$ cat src/rtl/stopwatch_ctrl.sv
// Push-button stopwatch: debounced start/stop and lap/reset keys drive a
// 10 ms time base and a 4-digit BCD counter (SS.hh) shown on active-low 7-segment digits.

module stopwatch_key #(
  parameter int DEB_CNT = 1000000
) (
  input  logic clk,
  input  logic reset_n,
  input  logic key,
  output logic press
);
  localparam int CW = $clog2(DEB_CNT + 1);
  localparam logic [CW-1:0] C_MAX = CW'(DEB_CNT);
  localparam logic [CW-1:0] C_PRE = CW'(DEB_CNT - 1);

  logic          s1, s2;
  logic [CW-1:0] cnt;

  // press fires on the edge where cnt steps onto C_MAX; saturation keeps a held key to one event
  always_ff @(posedge clk or negedge reset_n) begin
    if (!reset_n) begin
      s1    <= 1'b1;
      s2    <= 1'b1;
      cnt   <= '0;
      press <= 1'b0;
    end else begin
      s1    <= key;
      s2    <= s1;
      press <= !s2 && (cnt == C_PRE);
      if (s2)
        cnt <= '0;
      else if (cnt != C_MAX)
        cnt <= cnt + 1'b1;
    end
  end
endmodule

module stopwatch_ctrl #(
  parameter int TICK_CNT = 500000,
  parameter int DEB_CNT  = 1000000
) (
  input  logic       clk,
  input  logic       reset_n,
  input  logic       i_key_ss,
  input  logic       i_key_lr,
  output logic       o_running,
  output logic       o_lap,
  output logic       o_wrap,
  output logic [6:0] o_seven0,
  output logic [6:0] o_seven1,
  output logic [6:0] o_seven2,
  output logic [6:0] o_seven3
);
  localparam int PW = (TICK_CNT > 1) ? $clog2(TICK_CNT) : 1;
  localparam logic [PW-1:0]    P_LAST = PW'(TICK_CNT - 1);
  localparam logic [3:0][3:0] D_MAX  = {4'd5, 4'd9, 4'd9, 4'd9};

  typedef enum logic [1:0] {IDLE, RUN, PAUSE, LAP} state_t;

  state_t          st, nxt;
  logic [1:0]      ev;
  logic            ev_ss, ev_lr;
  logic            counting, show_lap, cap, clr, tick, carry;
  logic [PW-1:0]   pre;
  logic [3:0][3:0] dig, dig_inc, lap_q, src;
  logic [3:0][6:0] seg;

  // ev[0] = start/stop, ev[1] = lap/reset
  stopwatch_key #(.DEB_CNT(DEB_CNT)) u_key [1:0] (
    .clk    (clk),
    .reset_n(reset_n),
    .key    ({i_key_lr, i_key_ss}),
    .press  (ev)
  );
  assign ev_ss = ev[0];
  assign ev_lr = ev[1];

  always_ff @(posedge clk or negedge reset_n) begin
    if (!reset_n) st <= IDLE;
    else          st <= nxt;
  end

  // start/stop wins when both keys fire in the same clock
  always_comb begin
    nxt = st;
    case (st)
      IDLE:    if (ev_ss) nxt = RUN;
      RUN:     if (ev_ss) nxt = PAUSE; else if (ev_lr) nxt = LAP;
      LAP:     if (ev_ss) nxt = PAUSE; else if (ev_lr) nxt = RUN;
      PAUSE:   if (ev_ss) nxt = RUN;   else if (ev_lr) nxt = IDLE;
      default: nxt = IDLE;
    endcase
  end

  always_comb begin
    counting = (st == RUN) || (st == LAP);
    show_lap = (st == LAP);
    cap      = (st == RUN)   && !ev_ss && ev_lr;
    clr      = (st == PAUSE) && !ev_ss && ev_lr;
  end

  assign tick = counting && (pre == P_LAST);

  always_ff @(posedge clk or negedge reset_n) begin
    if (!reset_n)                 pre <= '0;
    else if (clr || st == IDLE)   pre <= '0;
    else if (counting)            pre <= tick ? '0 : pre + 1'b1;
  end

  // decimal ripple: each digit rolls at its own limit and carries upward
  always_comb begin
    dig_inc = dig;
    carry   = 1'b1;
    for (int i = 0; i < 4; i++) begin
      if (carry) begin
        if (dig[i] == D_MAX[i]) begin
          dig_inc[i] = 4'd0;
        end else begin
          dig_inc[i] = dig[i] + 4'd1;
          carry      = 1'b0;
        end
      end
    end
  end

  always_ff @(posedge clk or negedge reset_n) begin
    if (!reset_n) begin
      dig    <= '0;
      lap_q  <= '0;
      o_wrap <= 1'b0;
    end else begin
      o_wrap <= tick && (dig == D_MAX);
      if (clr)       dig <= '0;
      else if (tick) dig <= dig_inc;
      if (cap)       lap_q <= dig;
    end
  end

  always_ff @(posedge clk or negedge reset_n) begin
    if (!reset_n) begin
      o_running <= 1'b0;
      o_lap     <= 1'b0;
    end else begin
      o_running <= (nxt == RUN) || (nxt == LAP);
      o_lap     <= (nxt == LAP);
    end
  end

  function automatic logic [6:0] seg7(input logic [3:0] d);
    case (d)
      4'd0:    seg7 = 7'b100_0000;
      4'd1:    seg7 = 7'b111_1001;
      4'd2:    seg7 = 7'b010_0100;
      4'd3:    seg7 = 7'b011_0000;
      4'd4:    seg7 = 7'b001_1001;
      4'd5:    seg7 = 7'b001_0010;
      4'd6:    seg7 = 7'b000_0010;
      4'd7:    seg7 = 7'b111_1000;
      4'd8:    seg7 = 7'b000_0000;
      4'd9:    seg7 = 7'b001_0000;
      default: seg7 = 7'b111_1111;
    endcase
  endfunction

  assign src = show_lap ? lap_q : dig;

  always_ff @(posedge clk or negedge reset_n) begin
    if (!reset_n) begin
      seg <= {4{7'b111_1111}};
    end else begin
      for (int i = 0; i < 4; i++) seg[i] <= seg7(src[i]);
    end
  end

  assign o_seven0 = seg[0];
  assign o_seven1 = seg[1];
  assign o_seven2 = seg[2];
  assign o_seven3 = seg[3];
endmodule

$ cat config.mk
export PLATFORM = sky130hd
export DESIGN_NAME = stopwatch_ctrl
export DESIGN_NICKNAME = d
export VERILOG_FILES = /design/src/rtl/stopwatch_ctrl.sv
export SDC_FILE = /design/constraint.sdc
export NUM_CORES = 1
export LEC_CHECK = 0
export ABC_AREA = 1
export CORE_UTILIZATION = 50
export DETAILED_ROUTE_END_ITERATION = 7
export PLACE_DENSITY = 0.8
export SLEW_MARGIN = 20
export SYNTH_ARGS = -nofsm -noshare
export SYNTH_HDL_FRONTEND = slang
export SYNTH_SLANG_ARGS = --single-unit
$ cat constraint.sdc
create_clock -name clk -period 1.7 [get_ports clk]
set_input_delay 0.34 -clock clk [delete_from_list [all_inputs] [get_ports clk]]
set_output_delay 0.34 -clock clk [all_outputs]
set_load 0.005 [all_outputs]
# Yosys cells after proc, flatten, opt, wreduce, memory -nomap -nowiden
# Memories as Yosys holds them, arrays and structs flattened. A register that Yosys moved wholly into a read port is not among the register bits.
# Cells that the tools add are included.
word_totals:
  ff_bits: 102
  latch_bits: 0
  ramBits: 0
  rom_bits: 448
  inputBits: 4
  out_inout_bits: 31
  word_cells: 106
  mem_count: 4
op_classes:
  n_addsub: 7
  mul: 0
  div_mod_pow: 0
  n_lt_le_gt_ge: 0
  eq_ne: 15
  shift: 0
  muxes: 30
  n_bitwise: 0
  reduce_logical: 29
memory_table:
  columns: ["memory", "words", "width", "rd", "rd_ports_with_merged_regs", "write_ports", "line", "source"]
  rows:
  - ["(no name shown)", 16, 7, 1, 1, 0, "150", "case (d)"]
  - ["(no name shown)", 16, 7, 1, 1, 0, "150", null]
  - ["(no name shown)", 16, 7, 1, 1, 0, "150", null]
  - ["(no name shown)", 16, 7, 1, 1, 0, "150", null]
op_table:
  columns: ["cell", "n"]
  rows:
  - ["two-way mux 20 bit", 4]
  - ["two-way mux 19 bit", 3]
  - ["two-way mux 16 bit", 3]
  - ["adder 20 x 1 -> 20 bit, second input constant", 2]
  - ["== test 20 bit, second input constant", 2]
  - ["inequality test 20 bit, second input constant", 2]
  - ["two-way mux 4 bit", 7]
  - ["adder 19 x 1 -> 19 bit, second input constant", 1]
  - ["== test 19 bit, second input constant", 1]
  - ["adder 4 x 1 -> 4 bit, second input constant", 4]
  - ["== test 16 x 15 -> 1 bit, second input constant", 1]
  - ["two-way mux 2 bit", 7]
  - ["nonzero test 2 bit", 7]
  - ["== test 4 bit, second input constant", 3]
  - ["logical AND 1 bit", 8]
  - ["one-hot mux 2 bit (4 select lines)", 1]
  - ["zero test 1 bit", 7]
  - ["== test 2 bit, second input constant", 3]
  - ["AND reduction 2 bit", 3]
  - ["two-way mux 1 bit", 5]
  - ["== test 2 x 1 -> 1 bit, second input constant", 2]
  - ["== test 4 x 3 -> 1 bit, second input constant", 1]
  - ["logical OR 1 bit", 3]
  - ["zero test 2 bit", 1]

# Logic depth before layout (Yosys ltp)
# Gate-level depths: netlist of run 1.
logic_depth:
  ltp_word: 7
  ltp_mapped: 11
  depth_no_buf: 11

# Hierarchy
# Synthesis of run 1 repeated with hierarchy kept, for this count alone.
unflattened:
  hier_cells: 909
  area_unflattened_um2: 7307.0
modules_own_cells:
  columns: ["mod", "instances", "cells_per_inst", "area_each_um2", "seq_area_each_um2"]
  rows:
  - ["stopwatch_ctrl", 1, 561, 4654.5, 2112.0]
  - ["stopwatch_key", 2, 174, 1326.3, 578.1]

# Worst setup path after synthesis of run 1
# No wires, ideal clock.
synth_timing:
  path_type: "reg2reg"
  start: "register o_running (netlist name)"
  end: "register seg, in the netlist o_seven0[0]"
  setup_ns: 0.090
  t_arrival_ns: 1.600
  required_time_ns: 1.610
  slack_ns: 0.009
  stages_incl_launch_ff: 9
  n_path_buf: 2
  synth_period_minus_slack_ns: 1.691
  cell_sequence: "dfrtp_1 buf_6 nand2_4 buf_2 o21ai_0 inv_1 ha_1 o21ai_0 o21ai_0"
synth_lines:
  columns: ["item", "line", "source"]
  rows:
  - ["end: declaration", "66", "logic [3:0][6:0] seg;"]

==> results.ini, run 1 <==
[clock_network]
clk_pin_slew_ns=0.06
cts-root-buf=clkbuf_16
cts.sinks=129
clock_path_buffers=2
cts_tree=yes
clk_latency_ns=0.42
htree_levels=4
numCtsBuffers=17

[floorplanning]
die_area_um2=14860
io_pins=35
row_count=43
die_x_um=121.9
core_um2=13930
dieHeight_um=121.9
initial_utilization=0.5159

[final_layout]
final_nets=1025
diodes=0
drive_gt1_frac=0.1648
final_common_cell=nand2_1
design_area_um2=8695
layout_common_cells=nand2_1 (204), nor2_1 (133), inv_1 (105)
finalNonFillerCells=1181
area_growth_pct=20.94

[detailed_routing]
routed_wl_um=15100
vias_per_cell=5.199
drt_iter0_markers=302
drt-pass1-iter-count=5
antenna_left=0
vias=6140
drc=0
wl_per_cell_um=12.78

[sta]
clock.fmax_mhz=581.9
period_minus_slack_ns=1.718
tightest_slew_ns=0.5102
fin_ws_ns=-0.01839
setup_viol=1
finalCritPeriodShare=1.011
slew-limit-headroom=0.6573
rsz0062_at_grt=true
hold_slack_ns=0.3222
slew_violations=0
hold_violations=0
finClkSkew_ns=0.005764

[placement]
gp_congestion=0.9701
post-place-ws_ns=-0.1130
dp_hpwl_um=10250
dp_cells=1135
io_buffers=34
placed_cell_area_um2=7849

[pwr]
power_mw=6.978
pwr_density_cell_nw_per_um2=802.5
leakagePower_nw=4.157
ir_drop_mv=0.6453

[setup_path]
reg2reg_from=o_running
crit_path_start_kind=register
critPathKind=reg -> reg
cp.required_ns=2.04
cp_cell_sequence=nand2_4 > o21ai_4 > buf_4 > ha_1 > inv_1 > nor2_1 > o21ai_0
worstSetupEndpointType=register
crit_path_top_delay_cell=dfrtp_2
cp_top_family=flip-flops
critPathArrivalTime_ns=2.06
critPathMaxStageDelay_ns=0.48
crit_path_max_fanout=11
crit_path_start=o_running
cp_num_buf_inv=2

[status]
outcome=complete, but fails checks
failed_checks=setup timing

[synthesis]
yosys_warnings=0
synth-seq-area-share=0.4546
netlist_area_um2=7189
syn_avg_cell_area_um2=7.874
synthCells=913
ys_seq_elements=129
yosysUniqueCellTypes=38
synth_nets=950

[worst_hold_path]
worstHoldStart=i_key_lr
hp-class=in -> reg

[global_route]
grt_pass1_vias=5535
grt_max_degree=44
grtUsageTotal=0.2141
globalRoute.totalOverflow=0
grt_pass1_wl_um=25070
antenna_found_initial=0

[flow_run]
drv_cap=0

## through the flow
| stage | utilization | setup TNS [ns] |
|---|---|---|
| finish | 0.6240 | -0.01839 |
| detailed placement | 0.5633 | -0.5796 |
| floorplan | - | 0 |
| CTS | 0.6052 | 0 |
| global route | 0.6240 | -1.031 |
| global placement | 0.5633 | 0 |
## sequential cells by signal, indices dropped and copies added (netlist names), 2 cells and up
signal and cells:
dig 16, lap_q 16, o_seven0 7, o_seven1 7
o_seven2 7, o_seven3 7, pre 19, u_key.cnt 40
u_key.press 2, u_key.s1 2, u_key.s2 2
## what timing repair did
action,in CTS,in global routing
setup buffers,0,11
pin swaps,0,9
endpoints found under the hold margin,18,0
endpoints found under the setup margin,37,59
hold buffers,1,0
gates resized for setup,32,38
cloned,0,2
## area by class of cell
cell class              instances  area (um2)
clock buffers                  24       481.7
clock inverters                 8       125.1
fillers                      1125        5240
inverters                     114       427.9
multi-input cells             655        3552
flip-flops and latches        129        3272
well taps                     180       225.2
repair buffers                 71       610.6
## report_power, final
part / total (mW) / switching (mW) / internal (mW)
clock: 3.73 / 1.30 / 2.43
combinational: 0.135 / 0.0958 / 0.0390
sequential: 3.12 / 0.0188 / 3.10
total: 6.98 / 1.42 / 5.56
## metal layers
layer,up-vias,track usage,part of all wire
met1,2856,0.2762,0.44
met3,27,0.04541,0.056
met5,-,0,0
met2,174,0.3520,0.49
li1,3083,-,-
met4,0,0.08179,0.017
## cells in the mapped netlist
library cell,n,area (um2)
nand3_1,71,355.3
and3_1,1,6.260
o21ai_4,6,97.59
inv_1,105,394.1
buf_8,1,15.01
nand3b_1,3,22.52
nor2_8,2,40.04
clkbuf_1,6,22.52
nand2_4,1,11.26
nand2_2,1,6.260
nor2_2,5,31.28
nor4_1,2,12.51
dfstp_2,32,840.8
nor2_1,140,525.5
o21a_1,1,7.510
nand3_2,2,20.02
o21bai_1,1,7.510
buf_1,1,3.750
nand2_1,210,788.3
o21ai_1,4,20.02
o21ai_2,10,87.58
xor2_1,18,157.7
a31oi_1,1,6.260
nor2_4,2,22.52
dfrtp_1,97,2427
buf_4,2,15.01
and2_1,1,6.260
nor3_1,14,70.07
ha_1,33,412.9
nand4_1,21,131.4
buf_6,2,22.52
xnor2_1,2,17.52
o31ai_1,6,45.04
nor3_2,1,10.01
buf_2,5,25.02
a21oi_1,23,115.1
o21ai_0,71,355.3
inv_2,9,33.78
## cell families after synthesis
family                     Yosys count  synth area share
xor gates and xnor gates            20           0.02437
buffers and inverters              131           0.07396
AOI/OAI and AO/OA                  123            0.1032
DFF                                129            0.4546
adders and majority gates           33           0.05743
and+or+nand+nor                    477            0.2865
## path summary, 6_finish.rpt
path                                    endpoint  slack [ns]  cells past startpoint
worst min register to register       u_key[1].s2        0.35                      0
worst min-delay path                 u_key[1].s1        0.32                      1
max in group asynchronous            o_seven3[0]        0.72                      3
worst max register to register       o_seven2[3]       -0.02                      7
min in group asynchronous       u_key[0].cnt[16]        0.40                      2
worst max-delay path                 o_seven2[3]       -0.02                      7
## worst reg2reg max path, stage by stage (launching register included)
cell and delay (ns):
dfrtp_2 0.48, nand2_4 0.21, o21ai_4 0.29, buf_4 0.15, ha_1 0.23, inv_1 0.08, nor2_1 0.05, o21ai_0 0.16
Note: power is estimated with default switching activity, not from simulation.
==> run 2, diff against run 1 <==
--- a/config.mk
+++ b/config.mk
@@ -8,7 +8,8 @@
 export ABC_AREA = 1
 export CORE_UTILIZATION = 50
 export DETAILED_ROUTE_END_ITERATION = 7
-export PLACE_DENSITY = 0.8
+export DONT_BUFFER_PORTS = 1
+export PLACE_DENSITY = 0.77
 export SLEW_MARGIN = 20
 export SYNTH_ARGS = -nofsm -noshare
 export SYNTH_HDL_FRONTEND = slang
==> run 2 against run 1 <==
Compared with the run above:
- the flow finishes with violations (hold timing)
- sequential share of layout area is 2.2 points higher
- count of clock-buffer cells in the layout shrank 1
- routed wire length fell by 7.5%
- clock skew rose by 0.0049 ns
- register-to-register slack better by 0.05 ns
- first-iteration DRC count is 12% higher
- final area shrank 5.7%
- die area unchanged
- total power is 1.4% higher
- worst hold slack worse by 0.69 ns
- critical endpoint is now o_seven0[4]
- highest routed layer unchanged
==> results.ini, run 2 (same netlist as run 1, synthesis figures left out) <==
[status]
outcome=complete, but fails checks
failed_checks=hold timing

[pwr]
p_sw_mw=1.409  ; -0.51%
leakagePower_nw=3.850  ; -7.4%
power_mw=7.077  ; +1.4%
ir_drop_mv=0.6052  ; -6.2%
p_comb_frac=0.009  ; -0.010
intPower_mw=5.668  ; +1.9%
pwr_density_cell_nw_per_um2=862.9  ; +7.5%
switching_share=0.1990  ; -0.003871
clockPowerShare=0.551  ; +0.017
seq_power_share=0.440  ; -0.007

[global_route]
grt_max_degree=130  ; +200%
grtUsageTotal=0.2047  ; -0.009462
grt_pass1_vias=5422  ; -2.0%
globalRoute.totalOverflow=0  ; unchanged
antenna_found_initial=0  ; unchanged
grt_pass1_wl_um=24160  ; -3.6%

[floorplanning]
dieHeight_um=121.9  ; unchanged
core_um2=13930  ; unchanged
initial_utilization=0.5159  ; unchanged
die_x_um=121.9  ; unchanged
io_pins=35  ; unchanged
row_count=43  ; unchanged
die_area_um2=14860  ; unchanged

[final_layout]
diodes=0  ; unchanged
drive_gt1_frac=0.1430  ; -0.02183
layout_common_cells=nand2_1 (208), nor2_1 (136), inv_1 (104)
finalNonFillerCells=1131  ; -4.2%
final_nets=975  ; -4.9%
area_growth_pct=14.08
reg_top3=u_key.cnt (40), pre (19)
final_common_cell=nand2_1
largest_reg_flops=40  ; unchanged
largest-register=u_key.cnt

[sta]
rsz0062_at_grt=true
hold_slack_ns=-0.3710  ; -0.6931 ns
hold_violations=129  ; +129
clock.fmax_mhz=597.7  ; +2.7%
period_minus_slack_ns=1.673  ; -0.04518 ns
tightest_slew_ns=0.4633  ; -0.04686 ns
finalCritPeriodShare=0.9842  ; -0.02658
finClkSkew_ns=0.01067  ; +0.004910 ns
slew-limit-headroom=0.6887  ; +0.03148
slew_violations=0  ; unchanged
setup_viol=0  ; -1
fin_setup_tns_ns=0  ; +0.01839 ns

[clock_network]
htree_levels=4  ; unchanged
cts_tree=yes
clk_pin_slew_ns=0.06  ; about the same
cts.sinks=129  ; unchanged
cts_post_setup_buffers_inserted=0  ; unchanged
clock_path_buffers=2  ; unchanged
cts-root-buf=clkbuf_16
numCtsBuffers=17  ; unchanged
hold_buffers=2  ; +1
clk_latency_ns=0.42  ; about the same

[setup_path]
crit_path_start_kind=register
worstSetupEndpointType=register
critPathArrivalTime_ns=2.02  ; -0.04 ns
crit_path_max_fanout=22  ; +11
critPathKind=reg -> reg
cp.required_ns=2.05  ; about the same

[placement]
dp_hpwl_um=9443  ; -7.8%
gp_congestion=0.9026  ; -7.0%
dp_cells=1097  ; -3.3%
io_buffers=0  ; -100%

[detailed_routing]
drt_iter0_markers=339  ; +12%
drc=0  ; unchanged
wl_per_cell_um=12.34  ; -3.4%
drt-pass1-iter-count=5  ; unchanged
vias_per_cell=5.112  ; -1.7%
antenna_left=0  ; unchanged
routed_wl_um=13960  ; -7.5%
vias=5782  ; -5.8%

[worst_hold_path]
hp-class=in -> async

[flow_run]
drv_cap=0  ; unchanged

-- run 2: cell count changes in the layout (fill, tap and decap cells not counted), moves of 4 or more --
cell	change
nand2_1	+4
buf_4	-13
o21ai_4	-5
clkbuf_1	-4
nand2_2	-4
clkinv_4	+4
dlygate4sd2_1	-29
clkdlybuf4s50_1	-4
-- run 2: worst paths after layout --
path,start,end,slack [ns],depth (start not counted)
max in group asynchronous,reset_n,u_key[0].s2,1.83,0
setup reg to reg,st[1],o_seven0[4],0.03,7
hold reg to reg,u_key[0].s1,u_key[0].s2,0.35,0
setup / recovery,st[1],o_seven0[4],0.03,7
min in group clk,u_key[0].s1,u_key[0].s2,0.35,0
hold / removal,reset_n,pre[15],-0.37,0
-- run 2: power groups by stage --
stage | clock network [mW] | registers (mW) | logic [mW]
final | 3.90 | 3.11 | 0.0658
after global routing | 4.13 | 3.11 | 0.0763
after CTS | 3.97 | 3.11 | 0.0661
after detailed placement | 0 | 3.16 | 0.0615
after global placement | 0 | 3.16 | 0.0594
after floorplan | 0 | 3.16 | 0.0509
-- run 2: what timing repair did --
action,4_1_cts,5_1_grt
setup endpoints to repair,11,52
pin swaps,0,2
endpoints found under the hold margin,131,129
resized for setup,3,14
-- run 2: area by class of cell --
class	instances	area [um2]
sequential	129	3269
clock buffer	23	541.8
inverter	114	427.9
multi-input combinational	653	3447
tap	180	225.2
clock inverter	9	112.6
fill	1193	5733
timing repair buffer	23	177.7
-- run 2: per-stage QoR --
| step | utilization | instance area (um2) | setup WS, ns |
|---|---|---|---|
| after floorplan | - | 7189 | 0.009373 |
| after global placement | 0.5360 | 7468 | 0.03765 |
| after detailed placement | 0.5360 | 7468 | -0.05025 |
| after CTS | 0.5849 | 8150 | -0.006084 |
| after global routing | 0.5886 | 8202 | -0.1043 |
| final | 0.5886 | 8202 | 0.02679 |
-- run 2: critical path: stages (launching register included) --
cell	delay [ns]
dfrtp_1	0.44
nand2_8	0.16
o21ai_2	0.29
inv_2	0.10
ha_1	0.22
o21ai_0	0.19
a21oi_1	0.07
a21oi_1	0.13
-- run 2: per-layer routing --
metal | part of all wire | GRT usage | routed length, um
met1 | 0.47 | 0.2640 | 6601
met2 | 0.47 | 0.3333 | 6610
met3 | 0.037 | 0.04401 | 514
met4 | 0.017 | 0.08256 | 235
met5 | 0 | 0 | 0
==> run 3, diff against run 2 <==
--- a/config.mk
+++ b/config.mk
@@ -6,11 +6,13 @@
 export NUM_CORES = 1
 export LEC_CHECK = 0
 export ABC_AREA = 1
-export CORE_UTILIZATION = 50
+export CORE_MARGIN = 8
+export CORE_UTILIZATION = 55
 export DETAILED_ROUTE_END_ITERATION = 7
 export DONT_BUFFER_PORTS = 1
-export PLACE_DENSITY = 0.77
+export PLACE_DENSITY = 0.82
 export SLEW_MARGIN = 20
 export SYNTH_ARGS = -nofsm -noshare
 export SYNTH_HDL_FRONTEND = slang
+export SYNTH_HIERARCHICAL = 1
 export SYNTH_SLANG_ARGS = --single-unit
==> run 3 against run 2 <==
Compared with the run above:
- the run still ends with hold timing left
- sequential power about the same
- sequential share of layout area decreased by 0.59 points
- routed wire length increased by 4.0%
- highest routed layer unchanged
- total power decreased by 0.92%
- count of clock-buffer cells in the layout decreased by 1
- synthesized cell count decreased by 0.44%
- clock power decreased by 2%
- critical path type unchanged
- fmax increased by 4.8%
- first-iteration DRC count increased by 5.6%
- cell count decreased by 0.44%
- setup slack improved by 0.077 ns
- critical endpoint is now o_seven2[6]
- largest power group unchanged
==> results.ini, run 3 <==
[synthesis]
yosys-top-cells-count=nand2_1 (209), nor2_1 (110), inv_1 (106), dfrtp_1 (97), nand3_1 (59)
yosys.area_share.xor_xnor=0.02277  ; -0.001591
yosysUniqueCellTypes=40  ; +5.3%
synth_flop_cell=dfrtp_1
ys_seq_elements=129  ; unchanged
syn_avg_cell_area_um2=8.039  ; +2.1%
synthArstFlopShare=1.000  ; unchanged
synth_top_area_cell=dfrtp_1
synthCells=909  ; -0.44%
post-synth-top-area-fraction=0.3322  ; -0.005434
synth_area_leaders=dfrtp_1 (33%), dfstp_2 (12%), nand2_1 (11%), ha_1 (5.7%), nor2_1 (5.7%)
synth-seq-area-share=0.4473  ; -0.007317
synth_top_family_by_area=simple AND/OR/NAND/NOR gates
yosys.area_share.simple=0.2976  ; +0.01114
muxShareOfSynthArea=0.002911  ; +0.002911
synth_compound_area_frac=0.09572  ; -0.007483
synth_fa_ha_area_frac=0.05651  ; -0.0009244
synth_nets=946  ; -0.42%
synth_most_common_cell=nand2_1
netlist_area_um2=7307  ; +1.6%
synth_edf_count=0  ; unchanged
yosys_warnings=6  ; +6

[clock_network]
clock_path_buffers=2  ; unchanged
clk_latency_ns=0.43  ; about the same
cts.sinks=129  ; unchanged
htree_levels=4  ; unchanged
cts_tree=yes
numCtsBuffers=17  ; unchanged
cts-root-buf=clkbuf_16
hold_buffers=2  ; unchanged
clk_pin_slew_ns=0.06  ; about the same

[placement]
io_buffers=0  ; unchanged
gp_congestion=0.9143  ; +1.3%
dp_hpwl_um=9928  ; +5.1%
placed_cell_area_um2=7533  ; +0.87%
post-place-ws_ns=-0.03725  ; +0.01300 ns

[sta]
period_minus_slack_ns=1.597  ; -0.07667 ns
fin_setup_tns_ns=0  ; unchanged
hold_violations=129  ; unchanged
clock.fmax_mhz=626.4  ; +4.8%
slew_violations=0  ; unchanged
finalCritPeriodShare=0.9391  ; -0.04510
tightest_slew_ns=0.5193  ; +0.05601 ns
finClkSkew_ns=0.007982  ; -0.002691 ns
hold_slack_ns=-0.3843  ; -0.01336 ns
fin_ws_ns=0.1035  ; +0.07667 ns
rsz0062_at_grt=true
setup_viol=0  ; unchanged
slew-limit-headroom=0.6534  ; -0.03535

[floorplanning]
initial_utilization=0.5584  ; +0.04249
io_pins=35  ; unchanged
core_um2=13090  ; -6.1%
row_count=42  ; -2.3%
die_area_um2=17230  ; +16%
die_x_um=131.3  ; +7.7%
dieHeight_um=131.3  ; +7.7%

[global_route]
grtUsageTotal=0.1730  ; -0.03166
globalRoute.totalOverflow=0  ; unchanged
grt_max_degree=130  ; unchanged
grt_pass1_wl_um=25190  ; +4.3%
antenna_found_initial=0  ; unchanged
grt_pass1_vias=5670  ; +4.6%

[final_layout]
area_growth_pct=13.97  ; about the same
final_common_cell=nand2_1
fillerInstances=1049  ; -12%
design_area_um2=8328  ; +1.5%
diodes=0  ; unchanged
largest-register=u_key/cnt
layout_common_cells=nand2_1 (208), nor2_1 (108), inv_1 (105)
largest_reg_flops=40  ; unchanged
drive_gt1_frac=0.1832  ; +0.04015
final_nets=974  ; -0.10%
reg_top3=u_key/cnt (40), pre (19)

[setup_path]
cpMostUsedCell=nand2_1
crit_path_start_kind=register
worstSetupEndpointType=register
rr_worst_depth=9  ; +2
crit_path_top_delay_cell=dfrtp_2
critPathMaxStageDelay_ns=0.48  ; +0.04 ns
reg2reg_from=st[0]
critPathKind=reg -> reg
cp.required_ns=2.05  ; about the same
r2r_end=o_seven2[6]
critPathArrivalTime_ns=1.95  ; -0.07 ns
reg2reg_slack_ns=0.10  ; +0.08 ns
crit_path_max_fanout=14  ; -36%
cp_cell_sequence=nand2_8 > nand2_1 > o21ai_4 > inv_1 > ha_1 > nor2_2 > nor2_1 > o21ai_1 > nand2_1

[detailed_routing]
drt-pass1-iter-count=5  ; unchanged
drt_iter0_markers=358  ; +5.6%
routed_wl_um=14520  ; +4.0%
vias_per_cell=5.163  ; +1.0%
antenna_left=0  ; unchanged
wl_per_cell_um=12.89  ; +4.5%
vias=5814  ; +0.55%
drc=0  ; unchanged

[pwr]
leakagePower_nw=3.965  ; +3.0%
pwr_density_cell_nw_per_um2=841.9  ; -2.4%
ir_drop_mv=0.6010  ; -0.68%

[status]
outcome=complete, but fails checks
failed_checks=hold timing

[worst_hold_path]
hp-class=in -> async

[flow_run]
drv_cap=0  ; unchanged

[run 3: cell count changes in the layout (fill, tap and decap cells not counted), sizes merged, moves of 3 or more]
cell / delta
nand3: -10
nor2: -16
nand2: +21
o211ai: +3
o21ai: +3
inv: +4
clkinvlp: +3
a21oi: -5
[run 3: critical path, delay by kind of cell (launching register included)]
family / cells / cell delay, ns
AND/OR/NAND/NOR: 5 / 0.52
AO/OA/AOI/OAI: 2 / 0.17
adder cells (fa/ha/maj): 1 / 0.22
flip-flops: 1 / 0.48
buffers and inverters: 1 / 0.12
[run 3: area by class of cell]
class / count / area, um2 / share of cell area
tap: 176 / 220.2 / 0.02644
timing repair buffer: 21 / 178.9 / 0.02148
clock buffer: 22 / 516.7 / 0.06205
sequential: 129 / 3271 / 0.3927
inverter: 120 / 452.9 / 0.05439
clock inverter: 10 / 118.9 / 0.01427
multi-input combinational: 648 / 3570 / 0.4286
[run 3: per-stage QoR]
step                total power [mW]  std cells  utilization
floorplan                      3.216        909            -
global placement               3.224       1088       0.5757
detailed placement             3.227       1088       0.5757
CTS                            7.084       1122       0.6268
global route                   7.234       1126       0.6365
finish                         7.012       1126       0.6365
[run 3: repair_timing]
item / 4_1_cts / 5_1_grt
buffers inserted: 0 / 3
endpoints found under the setup margin: 6 / 40
cloned: 0 / 1
resized for setup: 2 / 21
pin swaps: 0 / 4
hold endpoints to repair: 131 / 129
[run 3: where the power goes]
| group | internal (mW) | switching (mW) | leakage, nW |
|---|---|---|---|
| logic | 0.0242 | 0.0376 | 1.98 |
| clock network | 2.45 | 1.37 | 0.305 |
| registers | 3.10 | 0.0243 | 1.68 |
| total | 5.58 | 1.44 | 3.96 |
[run 3: cells by family after synthesis]
group,Yosys count
mux,2
simple gates,469
fa+ha+maj,33
flops,129
buf+inv,133
xor+xnor,19
compound gates,124
[run 3: metal layers]
metal / share of wire / wire length (um) / track usage / up-vias
li1: - / - / - / 2966
met1: 0.44 / 6382 / 0.2016 / 2699
met2: 0.50 / 7278 / 0.2998 / 128
met3: 0.043 / 627 / 0.04040 / 21
met4: 0.016 / 231 / 0.07339 / 0
met5: 0 / 0 / 0 / -
[run 3: worst max-delay path by stage]
stage	start	endpoint	slack (ns)	cells after the start
6_report	st[0]	o_seven2[6]	0.10	9
5_1_grt	st[0]	o_seven2[3]	-0.04	7
4_1_cts	st[1]	o_seven3[5]	0.01	6
3_5_place_dp	st[1]	o_seven2[0]	-0.04	7
3_3_place_gp	pre[0]	dig[9]	0.08	8
2_1_floorplan	st[1]	o_seven2[6]	0.11	11
